**src/rtl/mips_pkg.sv**
```systemverilog
// Shared definitions for the instruction-memory loader.
//   ld_state_e  : loader state (LOAD, RUN, ERR)
//   IMEM_AW_DEF : default instruction word-address width
//   IW_DEF      : default instruction width
//   LD_PAD      : low byte used to pad an odd trailing byte
package mips_pkg;

  typedef enum logic [1:0] {
    LOAD = 2'd0,
    RUN  = 2'd1,
    ERR  = 2'd2
  } ld_state_e;

  localparam int unsigned IMEM_AW_DEF = 8;
  localparam int unsigned IW_DEF      = 16;
  localparam logic [7:0]  LD_PAD      = 8'h00;

endpackage

```
**src/rtl/imem_ram.sv**
```systemverilog
// Instruction RAM: 2^AW words of DW bits, one synchronous write port and one
// asynchronous (zero-cycle) read port. Contents are not reset.
//   i_clk   : clock
//   i_we    : write enable
//   i_waddr : write word address
//   i_wdata : write data
//   i_raddr : read word address
//   o_rdata : read data (combinational)
module imem_ram #(
  parameter int unsigned AW = 8,
  parameter int unsigned DW = 16
) (
  input  logic          i_clk,
  input  logic          i_we,
  input  logic [AW-1:0] i_waddr,
  input  logic [DW-1:0] i_wdata,
  input  logic [AW-1:0] i_raddr,
  output logic [DW-1:0] o_rdata
);

  localparam int unsigned Depth = 1 << AW;

  logic [DW-1:0] r_mem [Depth];

  always_ff @(posedge i_clk) begin
    if (i_we) begin
      r_mem[i_waddr] <= i_wdata;
    end
  end

  assign o_rdata = r_mem[i_raddr];

endmodule

```
**src/rtl/imem_loader.sv**
```systemverilog
// Byte-stream loader for the core's instruction memory. Bytes are paired
// big-endian into 16-bit words and written sequentially from address 0; the
// core is held in reset until the byte flagged ld_last is accepted.
// Optional feature macro: IMEM_CHECKSUM_EN -- the ld_last byte is an XOR
// checksum of all preceding bytes instead of data.
//   i_clk      : clock, rising edge
//   i_reset    : synchronous active-low reset
//   i_ld_valid : loader byte valid
//   i_ld_byte  : loader data byte
//   i_ld_last  : final byte of the image (qualified by i_ld_valid)
//   o_ld_ready : byte accepted when i_ld_valid & o_ld_ready
//   i_pc       : word address from the core
//   o_instr    : instruction to the core
//   o_cpu_rst  : active-high core hold
//   o_loaded   : image complete, core running
//   o_ld_err   : sticky load error (overflow or checksum mismatch)
module imem_loader
  import mips_pkg::*;
#(
  parameter int unsigned IMEM_AW = IMEM_AW_DEF,
  parameter int unsigned IW      = IW_DEF
) (
  input  logic               i_clk,
  input  logic               i_reset,
  input  logic               i_ld_valid,
  input  logic [7:0]         i_ld_byte,
  input  logic               i_ld_last,
  output logic               o_ld_ready,
  input  logic [IMEM_AW-1:0] i_pc,
  output logic [IW-1:0]      o_instr,
  output logic               o_cpu_rst,
  output logic               o_loaded,
  output logic               o_ld_err
);

  ld_state_e          r_state;
  logic [IMEM_AW:0]   r_word_cnt;  // one extra bit so a full RAM is representable
  logic               r_have_hi;
  logic [7:0]         r_hi;
  logic               r_ld_ready;
  logic               r_cpu_rst;
  logic               r_loaded;
  logic               r_ld_err;

  logic               w_accept;
  logic               w_full;
  logic               w_we;
  logic [IW-1:0]      w_wdata;
  logic               w_hold_hi;
  logic               w_overflow;
  logic               w_done_ok;
  logic               w_done_bad;
  logic [IW-1:0]      w_rdata;

  assign w_accept = i_ld_valid && r_ld_ready && (r_state == LOAD);
  assign w_full   = r_word_cnt[IMEM_AW];

`ifdef IMEM_CHECKSUM_EN
  logic [7:0] r_csum;
  logic       w_csum_ok;

  assign w_csum_ok  = (i_ld_byte == r_csum);
  // The checksum byte is never stored, so it cannot overflow the RAM.
  assign w_overflow = w_accept && w_full && !i_ld_last;
  assign w_done_ok  = w_accept && i_ld_last && w_csum_ok;
  assign w_done_bad = w_accept && i_ld_last && !w_csum_ok;
  assign w_hold_hi  = w_accept && !i_ld_last && !w_full && !r_have_hi;

  always_comb begin
    w_we    = 1'b0;
    w_wdata = IW'({r_hi, i_ld_byte});
    if (w_accept && r_have_hi) begin
      if (i_ld_last) begin
        w_we    = w_csum_ok;
        w_wdata = IW'({r_hi, LD_PAD});
      end else begin
        w_we    = !w_full;
      end
    end
  end

  always_ff @(posedge i_clk) begin
    if (!i_reset) begin
      r_csum <= 8'h00;
    end else if (w_accept) begin
      r_csum <= r_csum ^ i_ld_byte;
    end
  end
`else
  assign w_overflow = w_accept && w_full;
  assign w_done_ok  = w_accept && !w_full && i_ld_last;
  assign w_done_bad = 1'b0;
  assign w_hold_hi  = w_accept && !w_full && !r_have_hi && !i_ld_last;

  always_comb begin
    w_we    = w_accept && !w_full && (r_have_hi || i_ld_last);
    // A lone trailing byte becomes the high byte of a padded word.
    w_wdata = r_have_hi ? IW'({r_hi, i_ld_byte}) : IW'({i_ld_byte, LD_PAD});
  end
`endif

  always_ff @(posedge i_clk) begin
    if (!i_reset) begin
      r_state    <= LOAD;
      r_word_cnt <= '0;
      r_have_hi  <= 1'b0;
      r_hi       <= 8'h00;
      r_ld_ready <= 1'b1;
      r_cpu_rst  <= 1'b1;
      r_loaded   <= 1'b0;
      r_ld_err   <= 1'b0;
    end else begin
      case (r_state)
        LOAD: begin
          if (w_we) begin
            r_word_cnt <= r_word_cnt + 1'b1;
          end
          if (w_hold_hi) begin
            r_hi      <= i_ld_byte;
            r_have_hi <= 1'b1;
          end else if (w_we) begin
            r_have_hi <= 1'b0;
          end
          if (w_overflow || w_done_bad) begin
            r_state    <= ERR;
            r_ld_ready <= 1'b0;
            r_ld_err   <= 1'b1;
          end else if (w_done_ok) begin
            r_state    <= RUN;
            r_ld_ready <= 1'b0;
            r_cpu_rst  <= 1'b0;
            r_loaded   <= 1'b1;
            r_have_hi  <= 1'b0;
          end
        end
        RUN, ERR: ;  // only reset leaves these states
        default: begin
          r_state    <= ERR;
          r_ld_ready <= 1'b0;
          r_cpu_rst  <= 1'b1;
          r_loaded   <= 1'b0;
          r_ld_err   <= 1'b1;
        end
      endcase
    end
  end

  imem_ram #(
    .AW (IMEM_AW),
    .DW (IW)
  ) u_ram (
    .i_clk   (i_clk),
    .i_we    (w_we),
    .i_waddr (r_word_cnt[IMEM_AW-1:0]),
    .i_wdata (w_wdata),
    .i_raddr (i_pc),
    .o_rdata (w_rdata)
  );

  assign o_instr    = ((r_state == RUN) && ({1'b0, i_pc} < r_word_cnt)) ? w_rdata : '0;
  assign o_ld_ready = r_ld_ready;
  assign o_cpu_rst  = r_cpu_rst;
  assign o_loaded   = r_loaded;
  assign o_ld_err   = r_ld_err;

endmodule
```
**config.mk**
```make
export PLATFORM = sky130hd
export DESIGN_NAME = imem_loader
export DESIGN_NICKNAME = d
export VERILOG_FILES = /design/src/rtl/mips_pkg.sv /design/src/rtl/imem_ram.sv /design/src/rtl/imem_loader.sv
export SDC_FILE = /design/constraint.sdc
export NUM_CORES = 2
export LEC_CHECK = 0
export CELL_PAD_IN_SITES_DETAIL_PLACEMENT = 0
export CELL_PAD_IN_SITES_GLOBAL_PLACEMENT = 1
export CORE_MARGIN = 3
export CORE_UTILIZATION = 50
export DETAILED_ROUTE_END_ITERATION = 8
export MAX_ROUTING_LAYER = met4
export PLACE_DENSITY = 0.82
export SYNTH_ARGS = -nofsm -noshare
export SYNTH_HDL_FRONTEND = slang
export SYNTH_SLANG_ARGS = --single-unit
```
**constraint.sdc**
```tcl
create_clock -name i_clk -period 6.34 [get_ports i_clk]
set_clock_uncertainty 0.15 [all_clocks]
set_input_delay 1.585 -clock i_clk [delete_from_list [all_inputs] [get_ports i_clk]]
set_output_delay 1.585 -clock i_clk [all_outputs]
set_load 0.02 [all_outputs]
```
# Word-level counts from Yosys, hierarchy flattened
# Memories as Yosys holds them, arrays and structs flattened.
# Cells that the tools add are included.
[totals]
register_bits = 24
ram_bits = 4096
input_bits = 20
out_inout_bits = 20
word_cells = 59
n_memories = 1
[memory_table]
columns = ["name", "words", "width", "rd", "rd_clocked_by_memory_dff", "wr", "line", "text"]
rows = [
  ["u_ram.r_mem", 256, 16, 1, 0, 1, "imem_ram.sv:23", "logic [DW-1:0] r_mem [Depth];"],
]
[classes]
addsub = 1
order_cmp = 1
n_eq_ne = 6
n_mux = 21
n_bitwise = 1
reduce_logical = 20
[op_table]
columns = ["op", "count"]
rows = [
  ["16-bit 2-to-1 mux", 2],
  ["1-bit 2-to-1 mux", 12],
  ["9-bit by 1-bit adder with 9-bit output (second input constant)", 1],
  ["1-bit logical AND", 9],
  ["8-bit by 9-bit less-than comparator with 1-bit output", 1],
  ["1-bit one-hot mux with 2 select lines", 4],
  ["2-bit AND reduction", 4],
  ["2-bit inequality test (second input constant)", 3],
  ["2-bit 2-to-1 mux", 2],
  ["2-bit one-hot mux with 2 select lines", 1],
  ["1-bit zero test", 3],
  ["3-bit inequality test (second input constant)", 1],
  ["3-bit AND reduction", 1],
  ["2-bit by 1-bit == test with 1-bit output (second input constant)", 1],
  ["2-bit == test (second input constant)", 1],
  ["2-bit zero test", 1],
  ["2-bit OR reduction", 1],
  ["1-bit logical OR", 1],
  ["1-bit inverter", 1],
]

# Depth between registers and ports, before layout
[depth]
depth_word = 8
depth_mapped = 14
ltp_nobuf = 9

# By module
# A second synthesis with hierarchy kept.
[unflattened]
cells_unflattened = 7517
hier_area_um2 = 159869.6
[modules_own_cells]
columns = ["mod", "n_inst", "cells_each", "area_each_um2", "seq_area_each_um2"]
rows = [
  ["imem_ram", 1, 7344, 158394.4, 122998.0],
  ["imem_loader", 1, 173, 1475.2, 480.5],
]

# Worst setup path after synthesis
# Ideal clock, no wire load.
[synth_timing]
kind = "input -> register"
startpoint = "input i_ld_byte[7]"
endpoint = "memory u_ram.r_mem[0][7], data pin"
setup_time_ps = 869
arrival_ps = 4829
required_ps = 5321
setup_slack_ps = 492
stages = 1
path_buffers = 0
path_cell_list = "and2_1"
[synth_via]
elab_chain_len = 1
[synth_lines]
columns = ["element", "line", "text"]
rows = [
  ["start, declared", "imem_loader.sv:26", "input logic [7:0] i_ld_byte,"],
  ["16-bit 2-to-1 mux", "imem_loader.sv:98", "w_wdata = r_have_hi ? IW'({r_hi, i_ld_byte}) : IW'({i_ld_byte, LD_PAD});"],
  ["end, declared", "imem_ram.sv:23", ""],
]
# No other way between the ends.

# Worst setup path after layout
[layout_timing]
startpoint = "input i_pc[0]"
endpoint = "output o_instr[9]"
[layout_via]
elab_chain_len = 3
elab_cells_between_ends = 4
cone_classes = "order compare (1); mux (1); reduce/logical (1); memory (1)"
[layout_lines]
columns = ["element", "line", "text"]
rows = [
  ["start, declared", "imem_loader.sv:29", "input logic [IMEM_AW-1:0] i_pc,"],
  ["branches (longest 2 deep; another with memory read 256 x 16 bit)", "-", ""],
  ["16-bit 2-to-1 mux (*)", "imem_loader.sv:160", "assign o_instr = ((r_state == RUN) && ({1'b0, i_pc} < r_word_cnt)) ? w_rdata : '0;"],
  ["end, declared", "imem_loader.sv:30", "output logic [IW-1:0] o_instr,"],
]
# Every way passes the cells marked *.

==> metrics.md <==
| Metric | Value |
|---|---|
| Status | complete, but fails checks |
| Failing checks | setup timing |
| IO Port Bufs | 39 |
| Placed cells | 13103 |
| Vias in the first global route | 88726 |
| Critical Path Fanout Max | 10 |
| Setup violators final | 12 |
| Die area | 330400 um2 |
| Worst EP required | 4610 ps |
| CTS clock-pin slew for the worst setup and hold paths | 60 ps |
| Core area | between 300000 and 400000 um2 |
| Share of cells above drive strength 1 | 0.2945 |
| Synth area leaders | edfxtp_1, mux4_2, mux2i_1 |
| Drt drc | 0 |
| Total routed wirelength | 481.1 mm |
| Wire length of the first global-routing pass | 668.7 mm |
| Setup CP Type | input pin to output port |
| Critical-path top delay cell | a221oi_1 |
| Non-Filler Instances | around 14000 |
| Post-Syn Area | between 150000 and 200000 um2 |
| CTS Sinks | slightly above 4000 |
| Tot Pwr | 59190 uW |
| RSZ-0062 raised after global routing | true |
| Leakage | 0.06465 uW |
| Area leader, netlist | edfxtp_1 |
| Ys async rst share | 0 |
| Synthesis-stage register bit count | 4120 |
| Maximum Capacitance Violations | 0 |
| Row count | 208 |
| Mean Syn Cell Area | 19.95 um2 |
| Die width | 574.8 um |
| Sequential-to-total area share from yosys stat | 0.7633 |
| Crit path largest cell delay | between 700 and 800 ps |
| Post-synth cell types | 81 |
| Relative slew slack | 0.1976 |
| Slew @ Worst Pin | 1204 ps |
| Final Wtd Congestion | between 0.9 and 1 |
| Hold Crit Depth | 1 |
| Syn Inst Count | 8110 |
| R2R Path End | u_ram.r_mem[211][9] |
| Largest net degree at the start of global routing | around 150 |
| Total CTS buffers | 403 |
| Final Util | 0.5969 |
| Root buffer selected by CTS | clkbuf_16 |
| EDFF count, synth | 4096 |
| Reg-to-Reg Start | r_have_hi |
| Final worst setup slack | -113.9 ps |
| Top-count cell post-synth | edfxtp_1 |
| Commonest cells post-synth | edfxtp_1, mux2i_1, mux4_2 |
| Fmax | 0.1549 GHz |
| H-Tree Depth | 5 |
| Peak VDD IR | roughly 0.37 mV |
| Worst hold path type | register to register |
| Nets@finish | between 9000 and 10000 |
| Crit share post-route | 1.018 |
| Via count | 91979 |
| Power density over cell area | 308.3 nW/um2 |
| Post-DRT Antenna Nets | 0 |
| R2R cell count | 6 |
| CTS max path bufs | 4 |
| CP startpoint kind | input pin |
| Worst-Skew Late Latency | 980 ps |
| Top-area cell type share of the netlist area | 0.7603 |
| Number of hold violations in the final report | 0 |
| Fin. max-slew vios | 0 |
| R2R Setup Slk | 2180 ps |
| Hold Path Origin | o_cpu_rst |
| Cell Chain, Critical Path | buf_16 > buf_6 > buf_12 > mux2i_1 > a221oi_1 > o21ai_0 > a211oi_4 > a31oi_1 > o311ai_1 > nor4_1 > buf_4 > o22ai_1 > buf_4 > buf_6 |
| Avg WL per Cell | 34.30 um |
| Gr ovfl total | 0 |
| Antenna violations before repair | 19 |
| Mapped Nets | 8143 |
| Main synth FF type | edfxtp_1 |
| Crit path arrival time | 4720 ps |
| Final HPWL DP | slightly below 300 mm |
| Starting DRT DRC Count | 15369 |
| Io pins | 40 |
| Fin crit period | approximately 6500 ps |
| P&R area growth vs syn | 18.69% |
| Gr usage total | 0.2916 |
| CTS tree | yes |
| Drt pass-1 iters | 8 |
| Hold EP | o_cpu_rst |
| Ys Warns | 0 |
| Hold buffers post-CTS | 0 |
| Number of vias per cell | 6.557 |
| Initial Utilization | 0.5029 |
| Crit end category | output port |
| Die span in y | 574.8 um |
[worst max-delay path by stage]
stage	startpoint	endpoint	slack (ps)
global placement	i_pc[0]	o_instr[12]	-1540
detailed placement	i_pc[0]	o_instr[2]	-1440
CTS	i_pc[0]	o_instr[12]	-50
floorplan	i_ld_byte[7]	u_ram.r_mem[0][7]	490
finish	i_pc[0]	o_instr[9]	-110
global route	i_pc[0]	o_instr[2]	-130
[cells by family (layout without fill, tap and decap cells)]
family,after synthesis,after routing,synth area share
compound gates,1091,1091,0.04997
xor+xnor,7,7,0.0003790
fa+ha+maj,13,13,0.001006
buf+inv,524,2121,0.02351
flops,4120,4120,0.7633
mux,1527,1527,0.1390
other cells,0,16,0
simple gates,828,828,0.02276
[what timing repair did]
item / 4_1_cts / 5_1_grt
buffers inserted: 65 / 94
setup endpoints to repair: 16 / 16
cloned: 17 / 11
resized for setup: 273 / 220
pin swaps: 51 / 74
[layout by cell type, fill, tap and decap left out, drive strengths merged, types with 133 or more instances in the layout]
| cell | n |
|---|---|
| buf | 1334 |
| mux2i | 893 |
| clkinv | 181 |
| a221oi | 276 |
| o21ai | 226 |
| nor2 | 440 |
| a21oi | 133 |
| mux4 | 567 |
| clkbuf | 502 |
| edfxtp | 4096 |
[where the power goes]
| group | internal [uW] | switching (uW) | total (uW) |
|---|---|---|---|
| Clock | 13500 | 10200 | 23600 |
| Sequential | 30600 | 31.3 | 30600 |
| Combinational | 1640 | 3280 | 4920 |
| Total | 45700 | 13500 | 59200 |
[critical path, delay by kind of cell]
kind	cells	cell delay (ps)
buffers and inverters	6	1070
muxes	1	100
and+or+nand+nor	1	90
AOI/OAI and AO/OA	6	1810
[flip-flops by register name, summed over array words and instances (netlist names)]
| name | cells |
|---|---|
| r_have_hi | 1 |
| u_ram.r_mem | 4096 |
| r_hi | 8 |
| r_word_cnt | 9 |
| o_cpu_rst | 1 |
| o_ld_err | 1 |
| r_state | 2 |
| o_ld_ready | 1 |
| o_loaded | 1 |
[metal layers]
layer,track usage,up-vias,share of wire
met5,-,-,0
met1,0.3877,47461,0.35
met4,0.1216,0,0.048
li1,-,36295,-
met3,0.07446,1065,0.14
met2,0.4316,7158,0.46
[area by class of cell]
class                           count  area [um2]
Antenna cell                       16       40.04
Clock buffer                      490       10590
Tap cell                         4305        5386
Clock inverter                    243        2326
Multi-Input combinational cell   3466       36430
Sequential cell                  4120      123500
Fill cell                       22116      129700
Inverter                           17       80.08
Timing Repair Buffer             1371       13660
[per-stage QoR]
step                worst slack (ps)  instance area, um2  setup TNS (ps)  hold slack, ps
global route                  -125.8              192000           -1093           320.0
global placement               -1540              174700          -10410           288.3
detailed placement             -1435              174800           -9808           292.0
finish                        -113.9              192000          -780.9           307.0
CTS                           -49.57              190100          -207.5           311.1
floorplan                      491.6              161800               0           329.8
Power figures use the tool's default switching activity.
